**config.mk**
```make
export PLATFORM = sky130hd
export DESIGN_NAME = sprite_draw_responder
export DESIGN_NICKNAME = d
export VERILOG_FILES = /design/src/rtl/gm_draw_pkg.sv /design/src/rtl/sprite_draw_responder_pixel_counter.sv /design/src/rtl/sprite_draw_responder.sv
export SDC_FILE = /design/constraint.sdc
export NUM_CORES = 1
export LEC_CHECK = 0
export ABC_AREA = 1
export BUFFER_PORTS_ARGS = -buffer_cell sky130_fd_sc_hd__buf_2
export CAP_MARGIN = 20
export CELL_PAD_IN_SITES_DETAIL_PLACEMENT = 0
export CELL_PAD_IN_SITES_GLOBAL_PLACEMENT = 1
export CORE_MARGIN = 4
export CORE_UTILIZATION = 36
export DETAILED_ROUTE_END_ITERATION = 16
export PLACE_DENSITY_LB_ADDON = 0.1
export RECOVER_POWER = 50
export SETUP_SLACK_MARGIN = 0.4
export SYNTH_ARGS = -nofsm -noshare
export SYNTH_HDL_FRONTEND = slang
export SYNTH_SLANG_ARGS = --single-unit
export TNS_END_PERCENT = 5
```
**constraint.sdc**
```tcl
create_clock -name clk -period 1.5 [get_ports clk]
set_clock_uncertainty 0.15 [all_clocks]
set_input_delay 0.15 -clock clk [delete_from_list [all_inputs] [get_ports clk]]
set_output_delay 0.15 -clock clk [all_outputs]
set_load 0.03 [all_outputs]
```
**src/rtl/gm_draw_pkg.sv**
```systemverilog
// Shared types and constants for the sprite draw responders.
package gm_draw_pkg;

    typedef enum logic [2:0] {
        IDLE,
        SCAN,
        FLUSH1,
        FLUSH2,
        DONE,
        RELEASE
    } draw_state_t;

    localparam int SCREEN_W     = 160;
    localparam int SCREEN_H     = 120;
    localparam int SPRITE_W_DEF = 16;
    localparam int SPRITE_H_DEF = 16;

    localparam logic [2:0] TRANSPARENT = 3'b000;

    // Keeps counter widths legal for degenerate 1-pixel dimensions.
    function automatic int clog2_min1(input int v);
        return (v > 1) ? $clog2(v) : 1;
    endfunction

endpackage

```
**src/rtl/sprite_draw_responder_pixel_counter.sv**
```systemverilog
// Row-major sprite pixel walker: column/row position, linear ROM address
// and a flag marking the last pixel of the sprite.
module sprite_pixel_counter
    import gm_draw_pkg::*;
#(
    parameter int SPRITE_W = SPRITE_W_DEF,
    parameter int SPRITE_H = SPRITE_H_DEF,
    localparam int COL_W  = clog2_min1(SPRITE_W),
    localparam int ROW_W  = clog2_min1(SPRITE_H),
    localparam int ADDR_W = clog2_min1(SPRITE_W * SPRITE_H)
) (
    input  logic              clk,
    input  logic              reset,
    input  logic              clr,
    input  logic              adv,
    output logic [COL_W-1:0]  col,
    output logic [ROW_W-1:0]  row,
    output logic [ADDR_W-1:0] addr,
    output logic              last
);

    logic col_end;

    assign col_end = (col == COL_W'(SPRITE_W - 1));
    assign last    = col_end && (row == ROW_W'(SPRITE_H - 1));

    always_ff @(posedge clk) begin
        if (reset || clr) begin
            col  <= '0;
            row  <= '0;
            addr <= '0;
        end else if (adv) begin
            addr <= last ? '0 : addr + 1'b1;
            if (col_end) begin
                col <= '0;
                row <= last ? '0 : row + 1'b1;
            end else begin
                col <= col + 1'b1;
            end
        end
    end

endmodule

```
**src/rtl/sprite_draw_responder.sv**
```systemverilog
// Draws one sprite per enable_draw request and pulses draw_done.
// Define SPRITE_CLIP_EN to suppress pixels falling off the 160x120 screen.
module sprite_draw_responder
    import gm_draw_pkg::*;
#(
    parameter int SPRITE_W = SPRITE_W_DEF,
    parameter int SPRITE_H = SPRITE_H_DEF,
    parameter int X_W      = 8,
    parameter int Y_W      = 7,
    parameter int COLOR_W  = 3,
    parameter logic [COLOR_W-1:0] TRANSPARENT = gm_draw_pkg::TRANSPARENT,
    localparam int COL_W  = clog2_min1(SPRITE_W),
    localparam int ROW_W  = clog2_min1(SPRITE_H),
    localparam int ADDR_W = clog2_min1(SPRITE_W * SPRITE_H)
) (
    input  logic               clk,
    input  logic               reset,
    input  logic               enable_draw,
    input  logic [X_W-1:0]     obj_x,
    input  logic [Y_W-1:0]     obj_y,
    input  logic               clear_n,
    output logic [ADDR_W-1:0]  rom_addr,
    input  logic [COLOR_W-1:0] rom_data,
    output logic [X_W-1:0]     vga_x,
    output logic [Y_W-1:0]     vga_y,
    output logic [COLOR_W-1:0] vga_colour,
    output logic               vga_plot,
    output logic               draw_done,
    output logic [2:0]         obj_count
);

    draw_state_t      state;
    logic [X_W-1:0]   lx;
    logic [Y_W-1:0]   ly;
    logic [COL_W-1:0] col, p1_col;
    logic [ROW_W-1:0] row, p1_row;
    logic             last, scan, idle, p1_vld;
    logic [X_W-1:0]   px;
    logic [Y_W-1:0]   py;
    logic             on_screen;

    assign scan = (state == SCAN);
    assign idle = (state == IDLE);

    sprite_pixel_counter #(
        .SPRITE_W (SPRITE_W),
        .SPRITE_H (SPRITE_H)
    ) u_cnt (
        .clk   (clk),
        .reset (reset),
        .clr   (idle),
        .adv   (scan),
        .col   (col),
        .row   (row),
        .addr  (rom_addr),
        .last  (last)
    );

`ifdef SPRITE_CLIP_EN
    logic [X_W:0] x_sum;
    logic [Y_W:0] y_sum;

    // One extra bit so an off-screen pixel is not hidden by wrap-around.
    assign x_sum     = {1'b0, lx} + (X_W+1)'(p1_col);
    assign y_sum     = {1'b0, ly} + (Y_W+1)'(p1_row);
    assign on_screen = (x_sum < (X_W+1)'(SCREEN_W)) && (y_sum < (Y_W+1)'(SCREEN_H));
    assign px        = x_sum[X_W-1:0];
    assign py        = y_sum[Y_W-1:0];
`else
    assign on_screen = 1'b1;
    assign px        = lx + X_W'(p1_col);
    assign py        = ly + Y_W'(p1_row);
`endif

    // Stage 1 holds the position while the ROM answers; stage 2 is the plot.
    always_ff @(posedge clk) begin
        if (reset) begin
            p1_vld     <= 1'b0;
            p1_col     <= '0;
            p1_row     <= '0;
            vga_x      <= '0;
            vga_y      <= '0;
            vga_colour <= '0;
            vga_plot   <= 1'b0;
        end else begin
            p1_vld     <= scan;
            p1_col     <= col;
            p1_row     <= row;
            vga_x      <= px;
            vga_y      <= py;
            vga_colour <= rom_data;
            vga_plot   <= p1_vld && (rom_data != TRANSPARENT) && on_screen;
        end
    end

    always_ff @(posedge clk) begin
        if (reset) begin
            state     <= IDLE;
            draw_done <= 1'b0;
            lx        <= '0;
            ly        <= '0;
        end else begin
            draw_done <= 1'b0;
            case (state)
                IDLE: if (enable_draw) begin
                    lx    <= obj_x;
                    ly    <= obj_y;
                    state <= SCAN;
                end
                SCAN:    if (last) state <= FLUSH1;
                FLUSH1:  state <= FLUSH2;
                FLUSH2: begin
                    state     <= DONE;
                    draw_done <= 1'b1;
                end
                DONE:    state <= RELEASE;
                // Wait for the FSM to drop its request so it cannot re-trigger.
                RELEASE: if (!enable_draw) state <= IDLE;
                default: state <= IDLE;
            endcase
        end
    end

    always_ff @(posedge clk) begin
        if (reset || !clear_n)
            obj_count <= 3'd0;
        else if (state == DONE && obj_count != 3'd7)
            obj_count <= obj_count + 3'd1;
    end

endmodule

```
# After elaboration in Yosys (flattened, before gate mapping)
# Index checks and enable logic that the tools add are counted.
dict set report totals {
  register_bits 66
  in_bits 22
}
dict set report op_classes {
  addsub 6
  n_eq_ne 11
  n_mux 8
  n_reduce_logical 11
}
# op n
set op_table {}
lappend op_table {{case mux 3 bit (6 select lines)} 1}
lappend op_table {{2-to-1 mux 3 bit} 3}
lappend op_table {{adder 4 x 1 -> 4 bit, second input constant} 2}
lappend op_table {{adder 8 x 1 -> 8 bit, second input constant} 1}
lappend op_table {{adder 8 x 4 -> 8 bit} 1}
lappend op_table {{== test 4 bit, second input constant} 2}
lappend op_table {{2-to-1 mux 4 bit} 2}
lappend op_table {{2-to-1 mux 8 bit} 1}
lappend op_table {{adder 7 x 4 -> 7 bit} 1}
lappend op_table {{== test 3 x 2 -> 1 bit, second input constant} 2}
lappend op_table {{== test 3 bit, second input constant} 2}
lappend op_table {{inequality test 2 bit, second input constant} 2}
lappend op_table {{AND reduction 2 bit} 2}
lappend op_table {{adder 3 x 1 -> 3 bit, second input constant} 1}
lappend op_table {{== test 3 x 1 -> 1 bit, second input constant} 1}
lappend op_table {{logical AND 1 bit} 3}
lappend op_table {{logical NOT 3 bit} 1}
lappend op_table {{inequality test 3 bit, second input constant} 1}
lappend op_table {{AND reduction 3 bit} 1}
lappend op_table {{nonzero test 3 bit} 1}
lappend op_table {{logical OR 1 bit} 2}
lappend op_table {{inequality test 2 x 1 -> 1 bit, second input constant} 1}
lappend op_table {{logical NOT 1 bit} 1}
lappend op_table {{2-to-1 mux 1 bit} 1}

# Depth between registers and ports, before layout
# Gate-level depths: netlist (run 1).
dict set report depth {
  depth_word 4
  ltp_mapped 9
  mapped_depth_nobuf 9
}

# Modules after synthesis
# Synthesis (run 1) repeated with hierarchy kept, for this count alone.
dict set report unflattened {
  cells_unflattened 379
  area_unflattened_um2 2894.0
}
# module n_inst cells_each area_per_inst_um2 seq_area_each_um2
set modules_own_cells {}
lappend modules_own_cells {sprite_draw_responder 1 274 2095.8 1001.0}
lappend modules_own_cells {sprite_pixel_counter 1 105 798.3 320.3}

# Least setup slack after synthesis (run 1)
# OpenSTA, ideal clock, no wires.
dict set report synth_path {
  path_type {register to register}
  start {register ly[0]}
  end {register vga_y[6]}
  t_arrival_ps 1289
  slack_ps -54
  path_stages_with_launch 10
  path_buffers 0
  period_less_slack_ps 1554
  path_cell_list {dfxtp_1 ha_1 inv_1 fa_1 inv_1 nand3_1 nand2_1 nand3_1 nand2_1 nor2_1}
}
dict set report synth_between {
  elab_chain_len 1
}
# item line_no
set synth_lines {}
lappend synth_lines {{start: declaration} sprite_draw_responder.sv:34} ;# logic [Y_W-1:0] ly;
lappend synth_lines {{start signal: assignment} sprite_draw_responder.sv:107} ;# ly <= obj_y;
lappend synth_lines {{adder 7 x 4 -> 7 bit} sprite_draw_responder.sv:72} ;# assign py = ly + Y_W'(p1_row);
lappend synth_lines {{end signal: assignment} sprite_draw_responder.sv:90} ;# vga_y <= py;
lappend synth_lines {{end: declaration} sprite_draw_responder.sv:25} ;# output logic [Y_W-1:0] vga_y,
# Every way passes these cells.
# A chain may end at the register's enable or synchronous reset.

# Worst setup path after layout (run 1)
dict set report layout_path {
  start {register p1_row[0]}
  end {register vga_y[6]}
}
dict set report layout_between {
  elab_chain_len 1
}
# item line_no
set layout_lines {}
lappend layout_lines {{start: declaration} sprite_draw_responder.sv:36} ;# logic [ROW_W-1:0] row, p1_row;
lappend layout_lines {{start signal: assignment} sprite_draw_responder.sv:88} ;# p1_row <= row;
lappend layout_lines {{adder 7 x 4 -> 7 bit} sprite_draw_responder.sv:72}
# Every way passes these cells.

==> results of run 1 <==
registers in the layout (all words and copies together) (netlist names):
signal and count:
p1_row 4, u_cnt.row 4, vga_colour 3, draw_done 1, state 3, vga_plot 1
u_cnt.addr 8, p1_vld 1, u_cnt.col 4, vga_x 8, obj_count 3, vga_y 7
p1_col 4, lx 8, ly 7
synthesized netlist by cell type, drive strengths merged:
master / n
xor2: 1
or2: 1
clkbuf: 5
nand3b: 3
ha: 13
fa: 2
a21oi: 39
dfxtp: 66
nor3: 4
and2: 1
nor2: 56
nand4: 4
o21bai: 1
o21a: 1
nand3: 39
o21ai: 12
nand2: 85
a31oi: 1
inv: 48
buf: 7
final cells by class:
class                      instances  share of cell area
multi-input combinational        263               0.384
sequential                        66               0.328
timing repair buffer              89               0.162
inverter                          48              0.0469
tap                              102              0.0311
clock buffer                       9              0.0302
clock inverter                     7              0.0171
report_power, final:
group          total (W)  switching, W  internal, W
clock            0.00147      0.000706     0.000764
combinational   0.000646      0.000388     0.000257
sequential       0.00189     0.0000567      0.00183
total            0.00401       0.00115      0.00286
layer usage:
layer / global-route usage / routed length, µm / vias up
met5: 0 / 0 / -
met4: 0.0504 / 57 / 0
li1: - / - / 1424
met1: 0.187 / 3260 / 1217
met3: 0.0336 / 217 / 6
met2: 0.239 / 3470 / 39
through the flow:
stage | setup WS, ns | TNS (ns) | instances | utilization
6_report | 0.0148 | 0 | 584 | 0.523
5_1_grt | -0.0633 | -0.223 | 584 | 0.523
4_1_cts | 0.00145 | 0 | 584 | 0.496
3_5_place_dp | 0.00750 | 0 | 547 | 0.438
3_3_place_gp | 0.0341 | 0 | 547 | 0.438
2_1_floorplan | 0.0683 | 0 | 389 | -
cell families (layout without fill, tap and decap cells):
family,after synthesis,count (layout),share of synthesized area
and+or+nand+nor,193,193,0.294
DFF,66,66,0.449
buffers and inverters,60,153,0.0893
AOI/OAI and AO/OA,54,54,0.0953
adders and majority gates,15,15,0.0689
xor gates and xnor gates,1,1,0.00298
worst max-delay path by stage:
stage                          from                  end  cells past startpoint
2_1_floorplan  p1_col[0]$_SDFF_PP0_  vga_x[6]$_SDFF_PP0_                      9
3_3_place_gp   p1_col[0]$_SDFF_PP0_  vga_x[6]$_SDFF_PP0_                      9
3_5_place_dp   p1_row[0]$_SDFF_PP0_  vga_y[6]$_SDFF_PP0_                      9
4_1_cts          ly[0]$_SDFFE_PP0P_  vga_y[6]$_SDFF_PP0_                      9
5_1_grt          lx[0]$_SDFFE_PP0P_  vga_x[6]$_SDFF_PP0_                      9
6_report       p1_row[0]$_SDFF_PP0_  vga_y[6]$_SDFF_PP0_                      9
timing repair:
| item | CTS | global route |
|---|---|---|
| setup buffers | 2 | 0 |
| setup endpoints to repair | 82 | 82 |
| hold endpoints to repair | 22 | 0 |
| resized for setup | 18 | 153 |
| pin swaps | 4 | 18 |
| hold buffers | 19 | 0 |
worst max-delay path, cell delays in order (launching register included):
cell     delay [ns]
dfxtp_2        0.35
ha_4           0.13
inv_2          0.04
fa_2           0.33
inv_2          0.07
nand3_2        0.08
nand2_4        0.09
nand3_2        0.05
nand2_1        0.05
nor2_1         0.04
==> impl_results.md, run 1 <==
- DRC violations left: 0
- Most frequent cells in the layout: 78 x nand2_1, 47 x nor2_1, 46 x dfxtp_1, 39 x inv_1, 36 x a21oi_1
- Crit Path Category: reg2reg
- Sequential fraction of the synthesis area: 0.449
- First-pass GRT wire length: 11500 µm
- Hold Path Stages: 4
- RSZ-0062 raised after global routing: true
- FF-to-FF Start: p1_row[0]$_SDFF_PP0_
- Netlist cell types: 32
- Placeable Area: 0.00785 mm²
- Most common cell after layout, fill and taps aside: nand2_1
- Fin area: 0.00411 mm²
- Register area: 0.00135 mm²
- Sink Count: 66
- Flops & latches, synth: 66
- Vias in the first global route: 2522
- Initial DRC Count: 78
- Post-layout min period: 1.49 ns
- Die extent in x: 98.4 µm
- Total power: 0.00401 W
- Fmax: 0.673 GHz
- Hold path start: reset
- Hold worst-path end: u_cnt.addr[1]$_SDFFE_PP0N_
- Initial antenna violation count: 0
- Largest area contributor in the netlist: dfxtp_1
- Area post-placement: 0.00344 mm²
- MaxCap Viol Count: 0
- Largest net degree at the start of global routing: 35
- DP HPWL: 4850 µm
- # diodes: 0
- Clock Tree Buf Depth: 2
- Worst r2r dst: vga_y[6]$_SDFF_PP0_
- Multi-input gate area: 0.00158 mm²
- Port Buffers: 52
- Vias per inst: 4.60
- Area contributors post-synth: dfxtp_1 45%, nand2_1 10%, a21oi_1 6.6%, nor2_1 6.5%, nand3_1 6.5%
- Clock slew at reported path FFs: 0.08 ns
- # IOs: 53
- CTS Buf Count: 9
- Initial core utilization: 0.375
- Area Growth Syn to Fin: 39.6%
- Hold slack: 0.0535 ns
- LEAKAGE: 1.71 nW
- Post-route ant nets: 0
- Max IR drop VDD: 432 µV
- Grt total ovfl: 0
- WP data arrival: 1.57 ns
- Gp weighted congestion: 0.834
- Clock Latency Late Sink: 0.34 ns
- Flop2flop setup slack: 0.01 ns
- Mapped Avg Cell Area: 7.56 µm²
- Per-cell routed wire length: 12.0 µm
- Row count: 32
- Outcome: completed
- Post-Syn Area: 0.00294 mm²
- Die area: 0.00968 mm²
- CTS tree: yes
- Worst Setup Start Kind: flop
- GR Util All Layers: 0.145
- CP endpoint kind: flop
- Pwr Density: 975 mW/mm²
- Synth Instances: 389
- Synth top area share: 0.449
- # setup viols final: 0
- Share of layout cells above drive strength 1: 0.295
- Post-Route WL: 7010 µm
- FILL cells: 798
- Max-slew headroom: 0.739
- CP required: 1.58 ns
- Yosys warnings: 0
- Via Count: 2686
- Layout Nets: 514
- H-tree depth: 3
- Syn Nets: 426
- Fin crit share: 0.990
- DR pass1 iterations: 4
- CP Max Fanout: 4
- Slew at the pin closest to its max-slew limit: 0.393 ns
- Final Hold Fails: 0
- Die Y: 98.4 µm
- Worst reg2reg path depth: 9
- Pins over their slew limit: 0
- Clk root buf: clkbuf_8
- Hold Path Class: in2reg
No activity file was read; power rests on OpenSTA's default activity.
==> run 2, diff against run 1 <==
--- a/config.mk
+++ b/config.mk
@@ -7,7 +7,7 @@
 export LEC_CHECK = 0
 export ABC_AREA = 1
 export BUFFER_PORTS_ARGS = -buffer_cell sky130_fd_sc_hd__buf_2
-export CAP_MARGIN = 20
+export CAP_MARGIN = 0
 export CELL_PAD_IN_SITES_DETAIL_PLACEMENT = 0
 export CELL_PAD_IN_SITES_GLOBAL_PLACEMENT = 1
 export CORE_MARGIN = 4
==> constraint.sdc (replaced) <==
create_clock -name clk -period 1.2 [get_ports clk]
set_clock_uncertainty 0.15 [all_clocks]
set_input_delay 0.12 -clock clk [delete_from_list [all_inputs] [get_ports clk]]
set_output_delay 0.12 -clock clk [all_outputs]
set_load 0.03 [all_outputs]
==> impl_results.md, run 2 (synthesized netlist as in run 1, its figures left out) <==
- Fmax: 0.680 GHz (+0.98%)
- Hold worst-path end: vga_colour[2]$_SDFF_PP0_
- Vias per inst: 4.60 (about the same)
- FF-to-FF Start: p1_col[0]$_SDFF_PP0_
- Initial DRC Count: 52 (-33%)
- Via Count: 2732 (+1.7%)
- Worst Setup Start Kind: flop
- DP HPWL: 5050 µm (+4.1%)
- Hold Path Class: in2reg
- Clock slew at reported path FFs: 0.08 ns (about the same)
- GR Util All Layers: 0.148 (+0.00308)
- RSZ-0062 raised after global routing: true
- Flop2flop setup slack: -0.27 ns (-0.29 ns)
- Pwr Density: 1210 mW/mm² (+24%)
- Slew at the pin closest to its max-slew limit: 0.729 ns (+0.336 ns)
- Fin crit share: 1.23 (+0.236)
- # IOs: 53 (unchanged)
- Biggest regs: lx (8), u_cnt.addr (8), vga_x (8)
- Share of layout cells above drive strength 1: 0.427 (+0.132)
- Outcome: finished, violations left
- Area post-placement: 0.00366 mm² (+6.5%)
- Post-route ant nets: 0 (unchanged)
- Die extent in x: 98.4 µm (unchanged)
- MaxCap Viol Count: 0 (unchanged)
- DR pass1 iterations: 4 (unchanged)
- Largest net degree at the start of global routing: 35 (unchanged)
- Post-layout min period: 1.47 ns (-0.0144 ns)
- Most common cell after layout, fill and taps aside: nand2_1
- DRC violations left: 0 (unchanged)
- Layout Nets: 524 (+1.9%)
- Clock Tree Buf Depth: 2 (unchanged)
- WP data arrival: 1.56 ns (about the same)
- Hold slack: -0.149 ns (-0.202 ns)
- Failing checks: negative hold slack, negative setup slack
- Worst r2r dst: vga_x[6]$_SDFF_PP0_
- Placeable Area: 0.00785 mm² (unchanged)
- Final Core Density: 0.555 (+0.0314)
- Clk root buf: clkbuf_8
- Post-Route WL: 6930 µm (-1.0%)
- Final setup margin: -0.271 ns (-0.286 ns)
- Max-slew headroom: 0.514 (-0.225)
- Vias in the first global route: 2643 (+4.8%)
- LEAKAGE: 1.90 nW (+11%)
- Clock Latency Late Sink: 0.33 ns (about the same)
- Hold path start: rom_data[2]
- Hold Path Stages: 3 (-1)
- Die area: 0.00968 mm² (unchanged)
- Most frequent cells in the layout: 76 x nand2_1, 45 x nor2_1, 37 x dfxtp_1, 36 x buf_4, 35 x a21oi_1
- Row count: 32 (unchanged)
- Crit Path Category: reg2reg
- # setup viols final: 48 (+48)
- First-pass GRT wire length: 11700 µm (+1.7%)
- Pins over their slew limit: 0 (unchanged)
- CTS tree: yes
- Worst reg2reg path depth: 9 (unchanged)
- Initial antenna violation count: 0 (unchanged)
- CTS Buf Count: 9 (unchanged)
- Die Y: 98.4 µm (unchanged)
- CP endpoint kind: flop
- Per-cell routed wire length: 11.7 µm (-2.7%)
- Initial core utilization: 0.375 (unchanged)
- Final Hold Fails: 23 (+23)
- Gp weighted congestion: 0.810 (-2.8%)
- Fin area: 0.00435 mm² (+6.0%)
- FILL cells: 767 (-3.9%)
- Fin cells: 594 (+1.7%)
- CP required: 1.29 ns (-0.29 ns)
- Grt total ovfl: 0 (unchanged)
- CP Max Fanout: 4 (unchanged)
- # diodes: 0 (unchanged)
- Placed Cells incl. Taps: 575 (+5.1%)
- Area Growth Syn to Fin: 48.0%
- Port Buffers: 52 (unchanged)
- Max IR drop VDD: 596 µV (+38%)
- Sink Count: 66 (unchanged)
- H-tree depth: 3 (unchanged)
==> run 2: metal layers <==
| layer | global-route usage | wire length (µm) | up-vias |
|---|---|---|---|
| met5 | 0 | 0 | - |
| met4 | 0.0599 | 87 | 0 |
| met3 | 0.0314 | 267 | 6 |
| met2 | 0.254 | 3430 | 46 |
| met1 | 0.180 | 3150 | 1242 |
| li1 | - | - | 1438 |
==> run 2: final cells by class <==
type	count	area, µm²	share of cell area
flip-flops and latches	66	1360	0.312
clock buffers	9	124	0.0284
clock inverters	7	93.8	0.0216
repair buffers	99	822	0.189
multi-input cells	263	1630	0.374
inverters	48	200	0.0460
well taps	102	128	0.0293
==> run 2: how the worst max path moves through the flow <==
stage / start / to / slack [ns] / depth (start not counted)
after CTS: p1_col[0]$_SDFF_PP0_ / vga_x[6]$_SDFF_PP0_ / -0.27 / 9
after floorplan: p1_col[0]$_SDFF_PP0_ / vga_x[6]$_SDFF_PP0_ / -0.23 / 9
after global placement: lx[0]$_SDFFE_PP0P_ / vga_x[6]$_SDFF_PP0_ / -0.27 / 9
final: p1_col[0]$_SDFF_PP0_ / vga_x[6]$_SDFF_PP0_ / -0.27 / 9
after global routing: ly[0]$_SDFFE_PP0P_ / vga_y[4]$_SDFF_PP0_ / -0.34 / 9
after detailed placement: lx[0]$_SDFFE_PP0P_ / vga_x[6]$_SDFF_PP0_ / -0.30 / 9
==> run 2: timing repair <==
| item | 4_1_cts | 5_1_grt |
|---|---|---|
| setup buffers | 3 | 0 |
| setup endpoints to repair | 91 | 92 |
| pin swaps | 8 | 20 |
| endpoints found under the hold margin | 23 | 23 |
| resized for setup | 114 | 45 |
==> run 2: critical path, cell delays in order (launching register included) <==
cell and delay, ns:
dfxtp_2 0.35, ha_4 0.13, inv_2 0.03, fa_2 0.33, inv_2 0.07, nand3_2 0.06, nand2_2 0.09, nand3_2 0.06
nand2_1 0.06, nor2_1 0.04
==> run 2: through the flow <==
stage / power [W] / setup TNS [ns] / setup slack, ns
after floorplan: 0.00291 / -5.35 / -0.232
after global routing: 0.00556 / -10.23 / -0.344
final: 0.00528 / -5.37 / -0.271
after global placement: 0.00318 / -7.86 / -0.267
after CTS: 0.00534 / -4.42 / -0.274
after detailed placement: 0.00318 / -8.55 / -0.296
==> run 2: where the power goes <==
part / switching (W) / internal, W
sequential: 0.0000726 / 0.00229
combinational: 0.000503 / 0.000375
clock: 0.000874 / 0.00116
total: 0.00145 / 0.00383
==> run 3, diff against run 2 <==
--- a/config.mk
+++ b/config.mk
@@ -14,7 +14,7 @@
 export CORE_UTILIZATION = 36
 export DETAILED_ROUTE_END_ITERATION = 16
 export PLACE_DENSITY_LB_ADDON = 0.1
-export RECOVER_POWER = 50
+export REMOVE_ABC_BUFFERS = 1
 export SETUP_SLACK_MARGIN = 0.4
 export SYNTH_ARGS = -nofsm -noshare
 export SYNTH_HDL_FRONTEND = slang
==> impl_results.md, run 3 (synthesized netlist as in run 1, its figures left out) <==
- Outcome: finished, violations left
- Failing checks: negative hold slack, negative setup slack
- Max IR drop VDD: 643 µV (+7.8%)
- Fin cells: 591 (-0.51%)
- Critical Path Max Stage Delay: 0.36 ns (about the same)
- CTS tree: yes
- FF-to-FF Start: ly[0]$_SDFFE_PP0P_
- # diodes: 0 (unchanged)
- Hold Path Class: in2reg
- Clock slew at reported path FFs: 0.08 ns (about the same)
- Clock Latency Late Sink: 0.33 ns (about the same)
- Vias in the first global route: 2726 (+3.1%)
- Slowest cell on crit path: dfxtp_2
- CTS Buf Count: 9 (unchanged)
- Vias per inst: 4.61 (+0.25%)
- Crit Path Category: reg2reg
- Area Growth Syn to Fin: 48.4%
- Initial core utilization: 0.375 (unchanged)
- Sink Count: 66 (unchanged)
- # IOs: 53 (unchanged)
- DRC violations left: 0 (unchanged)
- CP required: 1.28 ns (about the same)
- Post-layout min period: 1.49 ns (+0.0145 ns)
- Row count: 32 (unchanged)
- Placeable Area: 0.00785 mm² (unchanged)
- Die area: 0.00968 mm² (unchanged)
- Die extent in x: 98.4 µm (unchanged)
- Grt total ovfl: 0 (unchanged)
- Hold slack: -0.147 ns (+0.00133 ns)
- Crit-path cells: ha_4, inv_2, fa_2, inv_2, nand3_2, nand2_2, nand3_2, nand2_1, nor2_1
- Total power: 0.00554 W (+4.8%)
- Initial antenna violation count: 0 (unchanged)
- Worst reg2reg path depth: 9 (unchanged)
- Pins over their slew limit: 0 (unchanged)
- Post-route ant nets: 0 (unchanged)
- H-tree depth: 3 (unchanged)
- Die Y: 98.4 µm (unchanged)
- Worst Setup SP: ly[0]$_SDFFE_PP0P_
- Worst Setup Start Kind: flop
- Bufs and invs on worst path: 2 (unchanged)
- First-pass GRT wire length: 11900 µm (+1.2%)
- Layout Nets: 521 (-0.57%)
- Placed Cells incl. Taps: 574 (-0.17%)
- GR Util All Layers: 0.149 (+0.000960)
- Slew at the pin closest to its max-slew limit: 0.437 ns (-0.292 ns)
- Flop2flop setup slack: -0.29 ns (about the same)
- Clk root buf: clkbuf_8
- Gp weighted congestion: 0.813 (+0.36%)
- Cell family with most CP delay: adder cells
- Via Count: 2725 (-0.26%)
- DR pass1 iterations: 4 (unchanged)
- Per-cell routed wire length: 11.8 µm (+0.80%)
- Share of layout cells above drive strength 1: 0.427 (+0.000574)
- CP endpoint kind: flop
- Biggest regs: lx (8), u_cnt.addr (8), vga_x (8)
- DP HPWL: 4830 µm (-4.4%)
- Worst r2r dst: vga_y[6]$_SDFF_PP0_
- Max-slew headroom: 0.709 (+0.194)
- Fmax: 0.673 GHz (-0.97%)
- Clock Tree Buf Depth: 2 (unchanged)
- Hold Path Stages: 3 (unchanged)
- Hold path start: rom_data[0]
- Hold worst-path end: vga_colour[0]$_SDFF_PP0_
- Fin crit share: 1.24 (+0.0121)
- Post-Route WL: 6950 µm (+0.29%)
- LEAKAGE: 1.88 nW (-1.2%)
- Final Hold Fails: 22 (-4.3%)
- MaxCap Viol Count: 0 (unchanged)
- Initial DRC Count: 28 (-46%)
- RSZ-0062 raised after global routing: true
- Most frequent cells in the layout: 73 x nand2_1, 46 x nor2_1, 41 x dfxtp_1, 40 x buf_6, 33 x buf_4
- Setup TNS: -4.08 ns (+1.29 ns)
- # setup viols final: 32 (-33%)
- Port Buffers: 52 (unchanged)
- Final setup margin: -0.285 ns (-0.0145 ns)
- Pwr Density: 1270 mW/mm² (+4.5%)
- Most common cell after layout, fill and taps aside: nand2_1
- Largest net degree at the start of global routing: 35 (unchanged)
- CP Max Fanout: 4 (unchanged)
- WP data arrival: 1.56 ns (about the same)
run 3: metal layers:
layer  routed length, µm  global-route usage  up-vias
met1                3140               0.184     1247
met5                   0                   0        -
met4                  82              0.0567        0
met2                3510               0.254       34
met3                 217              0.0307        9
li1                    -                   -     1435
run 3: what timing repair did:
action | 4_1_cts | 5_1_grt
setup buffers | 0 | 1
endpoints found under the setup margin | 91 | 91
endpoints found under the hold margin | 22 | 22
pin swaps | 13 | 16
gates resized for setup | 135 | 42
run 3: layout make-up:
cell class                 count  area (µm²)
multi-input combinational    263        1610
clock buffer                  11         131
clock inverter                 5         103
tap                          102         128
fill                         750        3480
timing repair buffer          96         831
inverter                      48         200
sequential                    66        1360
run 3: power by group:
part / total [W] / switching (W) / leakage (nW) / internal (W)
clock: 0.00221 / 0.000835 / 0.114 / 0.00138
sequential: 0.00236 / 0.0000717 / 0.549 / 0.00229
combinational: 0.000961 / 0.000535 / 1.21 / 0.000426
total: 0.00554 / 0.00144 / 1.88 / 0.00410
run 3: worst max path at each step:
| stage | to | cells past startpoint |
|---|---|---|
| after floorplan | vga_y[6]$_SDFF_PP0_ | 9 |
| after global placement | vga_y[6]$_SDFF_PP0_ | 9 |
| after detailed placement | vga_x[6]$_SDFF_PP0_ | 9 |
| after CTS | vga_y[6]$_SDFF_PP0_ | 9 |
| after global routing | vga_y[3]$_SDFF_PP0_ | 6 |
| final | vga_y[6]$_SDFF_PP0_ | 9 |
run 3: tightest hold or removal path: cells and delay by family:
| family | cells | cell delay [ns] |
|---|---|---|
| buffers and inverters | 2 | 0.11 |
| and+or+nand+nor | 1 | 0.07 |
run 3: per-stage QoR:
stage | hold WS (ns) | setup slack, ns | area, µm² | util
after global placement | 0.190 | -0.404 | 3590 | 0.457
after detailed placement | 0.194 | -0.422 | 3590 | 0.457
final | -0.147 | -0.285 | 4370 | 0.556
after global routing | -0.149 | -0.366 | 4370 | 0.556
after floorplan | 0.0367 | -0.358 | 2860 | -
after CTS | -0.165 | -0.302 | 4220 | 0.537
